$ cat src/rtl/hazard_ctrl_if.sv
// hazard_ctrl_if -- pipeline-to-hazard-unit signal bundle.
//   master : pipeline side (drives ID/EX/MEM status, receives stage controls)
//   slave  : hazard_ctrl side
// Status  : if_id_rs, if_id_rt, uses_rt, id_ex_mem_read, id_ex_rt,
//           branch_taken, mem_busy
// Control : inhibit_control, pc_write_en, if_id_write_en, if_id_flush,
//           id_ex_write_en
interface hazard_ctrl_if;
   logic [4:0] if_id_rs;
   logic [4:0] if_id_rt;
   logic       uses_rt;
   logic       id_ex_mem_read;
   logic [4:0] id_ex_rt;
   logic       branch_taken;
   logic       mem_busy;

   logic       inhibit_control;
   logic       pc_write_en;
   logic       if_id_write_en;
   logic       if_id_flush;
   logic       id_ex_write_en;

   modport master (
      output if_id_rs, if_id_rt, uses_rt, id_ex_mem_read, id_ex_rt,
             branch_taken, mem_busy,
      input  inhibit_control, pc_write_en, if_id_write_en, if_id_flush,
             id_ex_write_en
   );

   modport slave (
      input  if_id_rs, if_id_rt, uses_rt, id_ex_mem_read, id_ex_rt,
             branch_taken, mem_busy,
      output inhibit_control, pc_write_en, if_id_write_en, if_id_flush,
             id_ex_write_en
   );
endinterface

$ cat src/rtl/hazard_ctrl.sv
// hazard_ctrl -- load-use stall, taken-branch flush and memory-freeze
// controller for a 5-stage pipeline, with a sticky memory watchdog.
// Ports:
//   clk, rst     : clock, asynchronous active-high reset
//   bus (slave)  : pipeline status in, stage enables / bubble / flush out
//   mem_timeout  : sticky flag, mem_busy held longer than FREEZE_MAX cycles
//   stall_cnt    : count of load-use stall cycles (CNT_W bits)
//   flush_cnt    : count of taken-branch flush cycles (CNT_W bits)
// Parameters: FREEZE_MAX (1..255), CNT_W.
// Optional feature: define HAZARD_PERF_CNT_EN to build the performance
// counters; otherwise stall_cnt/flush_cnt are tied to zero.
// Stage controls are combinational on the current inputs so a stall, flush
// or freeze takes effect in the cycle it is detected.
module hazard_ctrl #(
   parameter int unsigned FREEZE_MAX = 15,
   parameter int unsigned CNT_W      = 16
) (
   input  logic             clk,
   input  logic             rst,
   hazard_ctrl_if.slave     bus,
   output logic             mem_timeout,
   output logic [CNT_W-1:0] stall_cnt,
   output logic [CNT_W-1:0] flush_cnt
);

   localparam logic [7:0] FMAX = 8'(FREEZE_MAX);

   typedef enum logic [1:0] {RUN, STALL, FLUSH, FREEZE} state_t;

   state_t     state;
   state_t     state_nxt;
   logic       hazard;
   logic       br_pend;
   logic       br_eff;
   logic       do_stall;
   logic       do_flush;
   logic [7:0] frz_cnt;

   always_comb begin
      hazard = bus.id_ex_mem_read && (bus.id_ex_rt != 5'd0) &&
               ((bus.id_ex_rt == bus.if_id_rs) ||
                (bus.uses_rt && (bus.id_ex_rt == bus.if_id_rt)));
      // A branch seen while frozen is held until memory releases the pipe.
      br_eff   = bus.branch_taken || br_pend;
      do_flush = !bus.mem_busy && br_eff;
      // Hazard is only honoured from RUN (or FREEZE, which resumes RUN);
      // STALL/FLUSH ignore it, bounding each load to one bubble.
      do_stall = !bus.mem_busy && !br_eff && hazard &&
                 ((state == RUN) || (state == FREEZE));

      if (bus.mem_busy)  state_nxt = FREEZE;
      else if (do_flush) state_nxt = FLUSH;
      else if (do_stall) state_nxt = STALL;
      else               state_nxt = RUN;

      bus.pc_write_en     = 1'b1;
      bus.if_id_write_en  = 1'b1;
      bus.id_ex_write_en  = 1'b1;
      bus.inhibit_control = 1'b0;
      bus.if_id_flush     = 1'b0;
      if (rst) begin
         bus.pc_write_en     = 1'b0;
         bus.if_id_write_en  = 1'b0;
         bus.id_ex_write_en  = 1'b0;
         bus.inhibit_control = 1'b1;
      end else if (bus.mem_busy) begin
         bus.pc_write_en    = 1'b0;
         bus.if_id_write_en = 1'b0;
         bus.id_ex_write_en = 1'b0;
      end else if (do_flush) begin
         bus.if_id_flush     = 1'b1;
         bus.inhibit_control = 1'b1;
      end else if (do_stall) begin
         bus.pc_write_en     = 1'b0;
         bus.if_id_write_en  = 1'b0;
         bus.inhibit_control = 1'b1;
      end
   end

   always_ff @(posedge clk or posedge rst) begin
      if (rst) begin
         state       <= RUN;
         br_pend     <= 1'b0;
         frz_cnt     <= '0;
         mem_timeout <= 1'b0;
      end else begin
         state   <= state_nxt;
         br_pend <= bus.mem_busy && (br_pend || bus.branch_taken);
         if (!bus.mem_busy) begin
            frz_cnt <= '0;
         end else if (frz_cnt == FMAX) begin
            mem_timeout <= 1'b1;
         end else begin
            frz_cnt <= frz_cnt + 8'd1;
         end
      end
   end

`ifdef HAZARD_PERF_CNT_EN
   always_ff @(posedge clk or posedge rst) begin
      if (rst) begin
         stall_cnt <= '0;
         flush_cnt <= '0;
      end else begin
         if (do_stall && (stall_cnt != '1)) stall_cnt <= stall_cnt + CNT_W'(1);
         if (do_flush && (flush_cnt != '1)) flush_cnt <= flush_cnt + CNT_W'(1);
      end
   end
`else
   assign stall_cnt = '0;
   assign flush_cnt = '0;
`endif

endmodule

$ cat src/flat_wrapper.sv
// flat-port wrapper written by rule: the top's interface ports become plain ports
module hazard_ctrl_flat 
#(
   parameter int unsigned FREEZE_MAX = 15,
   parameter int unsigned CNT_W      = 16
)
  (clk, rst, mem_timeout, stall_cnt, flush_cnt, bus_if_id_rs, bus_if_id_rt, bus_uses_rt, bus_id_ex_mem_read, bus_id_ex_rt, bus_branch_taken, bus_mem_busy, bus_inhibit_control, bus_pc_write_en, bus_if_id_write_en, bus_if_id_flush, bus_id_ex_write_en);
  hazard_ctrl_if bus_i ();
  input  logic clk;
  input  logic rst;
  output logic mem_timeout;
  output logic [CNT_W-1:0] stall_cnt;
  output logic [CNT_W-1:0] flush_cnt;
  input wire logic [$bits(bus_i.if_id_rs)-1:0] bus_if_id_rs;
  input wire logic [$bits(bus_i.if_id_rt)-1:0] bus_if_id_rt;
  input wire logic [$bits(bus_i.uses_rt)-1:0] bus_uses_rt;
  input wire logic [$bits(bus_i.id_ex_mem_read)-1:0] bus_id_ex_mem_read;
  input wire logic [$bits(bus_i.id_ex_rt)-1:0] bus_id_ex_rt;
  input wire logic [$bits(bus_i.branch_taken)-1:0] bus_branch_taken;
  input wire logic [$bits(bus_i.mem_busy)-1:0] bus_mem_busy;
  output wire logic [$bits(bus_i.inhibit_control)-1:0] bus_inhibit_control;
  output wire logic [$bits(bus_i.pc_write_en)-1:0] bus_pc_write_en;
  output wire logic [$bits(bus_i.if_id_write_en)-1:0] bus_if_id_write_en;
  output wire logic [$bits(bus_i.if_id_flush)-1:0] bus_if_id_flush;
  output wire logic [$bits(bus_i.id_ex_write_en)-1:0] bus_id_ex_write_en;
  assign bus_i.if_id_rs = bus_if_id_rs;
  assign bus_i.if_id_rt = bus_if_id_rt;
  assign bus_i.uses_rt = bus_uses_rt;
  assign bus_i.id_ex_mem_read = bus_id_ex_mem_read;
  assign bus_i.id_ex_rt = bus_id_ex_rt;
  assign bus_i.branch_taken = bus_branch_taken;
  assign bus_i.mem_busy = bus_mem_busy;
  assign bus_inhibit_control = bus_i.inhibit_control;
  assign bus_pc_write_en = bus_i.pc_write_en;
  assign bus_if_id_write_en = bus_i.if_id_write_en;
  assign bus_if_id_flush = bus_i.if_id_flush;
  assign bus_id_ex_write_en = bus_i.id_ex_write_en;
  hazard_ctrl #(.FREEZE_MAX(FREEZE_MAX), .CNT_W(CNT_W)) u_core (.clk(clk), .rst(rst), .bus(bus_i), .mem_timeout(mem_timeout), .stall_cnt(stall_cnt), .flush_cnt(flush_cnt));
endmodule
$ cat config.mk
export PLATFORM = sky130hd
export DESIGN_NAME = hazard_ctrl_flat
export DESIGN_NICKNAME = d
export VERILOG_FILES = /design/src/rtl/hazard_ctrl_if.sv /design/src/rtl/hazard_ctrl.sv /design/src/flat_wrapper.sv
export SDC_FILE = /design/constraint.sdc
export NUM_CORES = 1
export LEC_CHECK = 0
export ABC_AREA = 1
export CAP_MARGIN = 15
export CORE_AREA = 10 10 67 69
export DETAILED_ROUTE_END_ITERATION = 10
export DIE_AREA = 0 0 77 79
export PLACE_DENSITY = 0.71
export SETUP_SLACK_MARGIN = 0.4
export SLEW_MARGIN = 15
export SYNTH_ARGS = -nofsm -noshare
export SYNTH_HDL_FRONTEND = slang
export SYNTH_SLANG_ARGS = --single-unit
export TNS_END_PERCENT = 10
$ cat constraint.sdc
create_clock -name clk -period 1.2 [get_ports clk]
set_input_delay 0.18 -clock clk [delete_from_list [all_inputs] [get_ports clk]]
set_output_delay 0.18 -clock clk [all_outputs]
set_load 0.02 [all_outputs]
==> results by group, run 1 <==
Routing
  • Per-cell routed wire length: 10.8 µm
  • 1st-pass router iterations: 4
  • DRT iter0 DRCs: 16
  • Total wire length: roughly 2600 µm
  • Post-route ant nets: 0
  • Vias: 933
  • Via density: 3.92
  • DRC viols: 0

Logic synthesis
  • Mapped cell area: 1070 µm²
  • Mapped Cells: 158
  • Simple-gate share of the synthesized area: 0.291
  • YS warnings: 0
  • Register bit total from synthesis: 12
  • XOR/XNOR share of the synthesized area: 0.0164
  • Mux share of post-synthesis cell area: 0
  • Post-Synth Adder-Cell Area: 0.0117
  • Largest family of logic cells by synthesized area: buffers and inverters
  • Synth unique cells: 20
  • Compound-Gate Fraction of Synth Area: 0.0681
  • Sequential area share after synthesis: 0.282
  • Avg Cell Area, Syn: 6.75 µm²

Timing
  • Final critical-path required period: between 1.5 and 2 ns
  • Final Hold Viols: 0
  • Unrepaired setup endpoints after global routing: yes
  • Final Skew: 0.00304 ns
  • Final setup fails: 5
  • Slew Limit Fails: 0
  • F_max: just under 0.6 GHz
  • Final Cycle Share: 1.40
  • Final worst setup slack: -0.485 ns

Floorplanning
  • Number of placement rows: 21
  • Placeable core area: 3230 µm²
  • DIE AREA: 6080 µm²
  • Die width: 77 µm
  • Ports: 59
  • Initial Util: 0.330
  • Die Y: ~80 µm

Global route
  • Vias in the first global route: 902
  • Final global-route overflow total: 0
  • Global Route Usage Sum: 0.0780
  • First-pass GRT wire length: a little under 4000 µm
  • Initial antenna violation count: 0
  • Largest net degree at the start of global routing: 13

Clocking
  • Postcts setup bufs: 0
  • Bufs on Longest Clock Path: 2
  • Hold buffers post-CTS: 0
  • Num CTS Buffers: 3
  • TritonCTS clock tree: done
  • Clock edge transition at the registers on the reported setup and hold paths: 0.07 ns
  • Root cell of the clock tree: clkbuf_4
  • Latest clock arrival within the worst-skew pair: ~0.28 ns
  • CTS sink cnt: 12
  • H-tree levels: 1

Hold path
  • Worst Hold Class: in -> reg
  • Hold endpoint: u_core.state[1]
  • Worst Hold Path Cells: 3
  • Hold Path Origin: bus_mem_busy

Critical path
  • Crit path required time: 1.02 ns
  • Max stage delay on crit path: 0.37 ns
  • Cell chain of the critical path: or2_4 -> nor2_4 -> nand3_2 -> nor2_4 -> nand2_2 -> nand3_2 -> buf_6
  • Worst setup SP type: register
  • Worst reg2reg endpoint: u_core.frz_cnt[1]
  • FF-to-FF setup slack: 0.02 ns
  • Cells on worst reg2reg path: 5
  • CP Capture Type: primary output
  • Worst-path maximum fanout: 2
  • R2r startpoint: u_core.frz_cnt[1]
  • Arrival time of the worst setup path: 1.50 ns
  • CP startpoint: u_core.br_pend
  • Crit-path slowest cell: dfrtp_1
  • Critical path type: reg -> out

Pwr
  • Clock share of power: 0.294
  • Sw frac: 0.330
  • Combinational Power Share: 0.321
  • VDD IR max: 0.000632 V
  • Internal: between 0.7 and 0.8 mW
  • Design Power: 1.11 mW
  • Leak: 0.754 nW
  • PD cells: 778 nW/µm²
  • Reg power frac: 0.385
  • Net Sw Power: 0.366 mW

Outcome
  • Status: finished, violations left
  • Violated checks: negative setup slack

Layout
  • Commonest non-fill, non-tap cell in the layout: conb_1
  • Non-filler cells, final: approximately 240
  • Ant. Diodes: 0
  • Area growth from synthesis to layout: 33.6%
  • Share of cells above drive strength 1: 0.219
  • Nets: approximately 220
  • Filler instances: 336
  • Final Util: 0.441
  • Commonest non-fill, non-tap cells in the layout: conb_1 (32), nand2_1 (30), inv_1 (24), clkdlybuf4s50_1 (18), nor2_1 (12)

Placed design
  • Hpwl dp: 2100 µm
  • Port Buffer Count: 26
  • Placed Instances: 234
  • Routability cong.: approximately 0.8

Job
  • Max Cap Viol: 0
==> metal layers <==
layer / up-vias / global-route usage / part of all wire
met3: 7 / 0.0259 / 0.060
met1: 411 / 0.0773 / 0.40
met2: 31 / 0.141 / 0.52
met5: - / 0 / 0
li1: 484 / - / -
met4: 0 / 0.0456 / 0.020
==> cell usage after synthesis <==
| master | instances | area share |
|---|---|---|
| nand3_1 | 9 | 0.042 |
| nand4_1 | 1 | 0.0059 |
| nand3_2 | 1 | 0.0094 |
| nor2_4 | 2 | 0.021 |
| inv_1 | 25 | 0.088 |
| nor3_1 | 2 | 0.0094 |
| ha_1 | 1 | 0.012 |
| o21ai_0 | 6 | 0.028 |
| or2_2 | 1 | 0.0059 |
| nand2_1 | 37 | 0.13 |
| xnor2_1 | 2 | 0.016 |
| a21oi_1 | 3 | 0.014 |
| or2_4 | 1 | 0.0082 |
| dfrtp_1 | 12 | 0.28 |
| a31oi_1 | 2 | 0.012 |
| conb_1 | 1 | 0.0035 |
| a21boi_0 | 2 | 0.014 |
| buf_4 | 34 | 0.24 |
| nor2_2 | 1 | 0.0059 |
| nor2_1 | 15 | 0.053 |
==> stage by stage <==
stage	worst slack, ns	area [µm²]	TNS (ns)	hold WS (ns)
after detailed placement	-0.988	1320	-5.00	0.459
after CTS	-0.510	1390	-1.88	0.391
after floorplan	-0.0801	1210	-0.135	0.0602
final	-0.485	1420	-1.68	0.218
after global routing	-0.568	1420	-2.32	0.205
after global placement	-0.981	1320	-4.85	0.455
==> flip-flops by register name (all words and copies together) (netlist names) <==
register	count
u_core.mem_timeout	1
u_core.frz_cnt	8
u_core.br_pend	1
u_core.state	2
==> worst max-delay path by stage <==
stage                     endpoint  slack (ns)
3_5_place_dp   bus_inhibit_control       -0.99
3_3_place_gp   bus_inhibit_control       -0.98
2_1_floorplan      bus_pc_write_en       -0.08
5_1_grt        bus_inhibit_control       -0.57
4_1_cts        bus_inhibit_control       -0.51
6_report       bus_inhibit_control       -0.48
==> critical path: cells and delay by family (launching register included) <==
kind,cells,cell delay (ns)
simple gates,6,0.74
buf+inv,1,0.11
flops,1,0.37
==> power groups by stage <==
| stage | sequential [mW] | clock, mW | combinational, mW |
|---|---|---|---|
| after floorplan | 0.432 | 0 | 0.287 |
| after global placement | 0.433 | 0 | 0.333 |
| after detailed placement | 0.432 | 0 | 0.336 |
| after CTS | 0.426 | 0.333 | 0.344 |
| after global routing | 0.429 | 0.355 | 0.388 |
| final | 0.427 | 0.325 | 0.356 |
==> logic make-up after synthesis <==
kind of cell / count (synthesis)
XOR/XNOR: 2
buffers and inverters: 59
other: 1
flip-flops: 12
AO/OA/AOI/OAI: 13
AND/OR/NAND/NOR: 70
adder cells (fa/ha/maj): 1
==> timing repair <==
item,CTS,global route
pin swaps,14,7
gates resized for setup,46,11
endpoints found under the setup margin,18,18
==> cell type report <==
cell class,instances,area (µm²),share of cell area
multi-input combinational,118,619,0.435
sequential,12,302,0.212
clock buffer,4,36.3,0.0255
inverter,25,93.8,0.0659
tap,46,57.6,0.0404
timing repair buffer,33,315,0.221
No activity file was read; power rests on OpenSTA's default activity.
==> run 2: changes to the inputs <==
Settings changed: SLEW_MARGIN 15 to default.
==> results of run 2 <==
Final layout, timing and power as in run 1 (identical DEF).
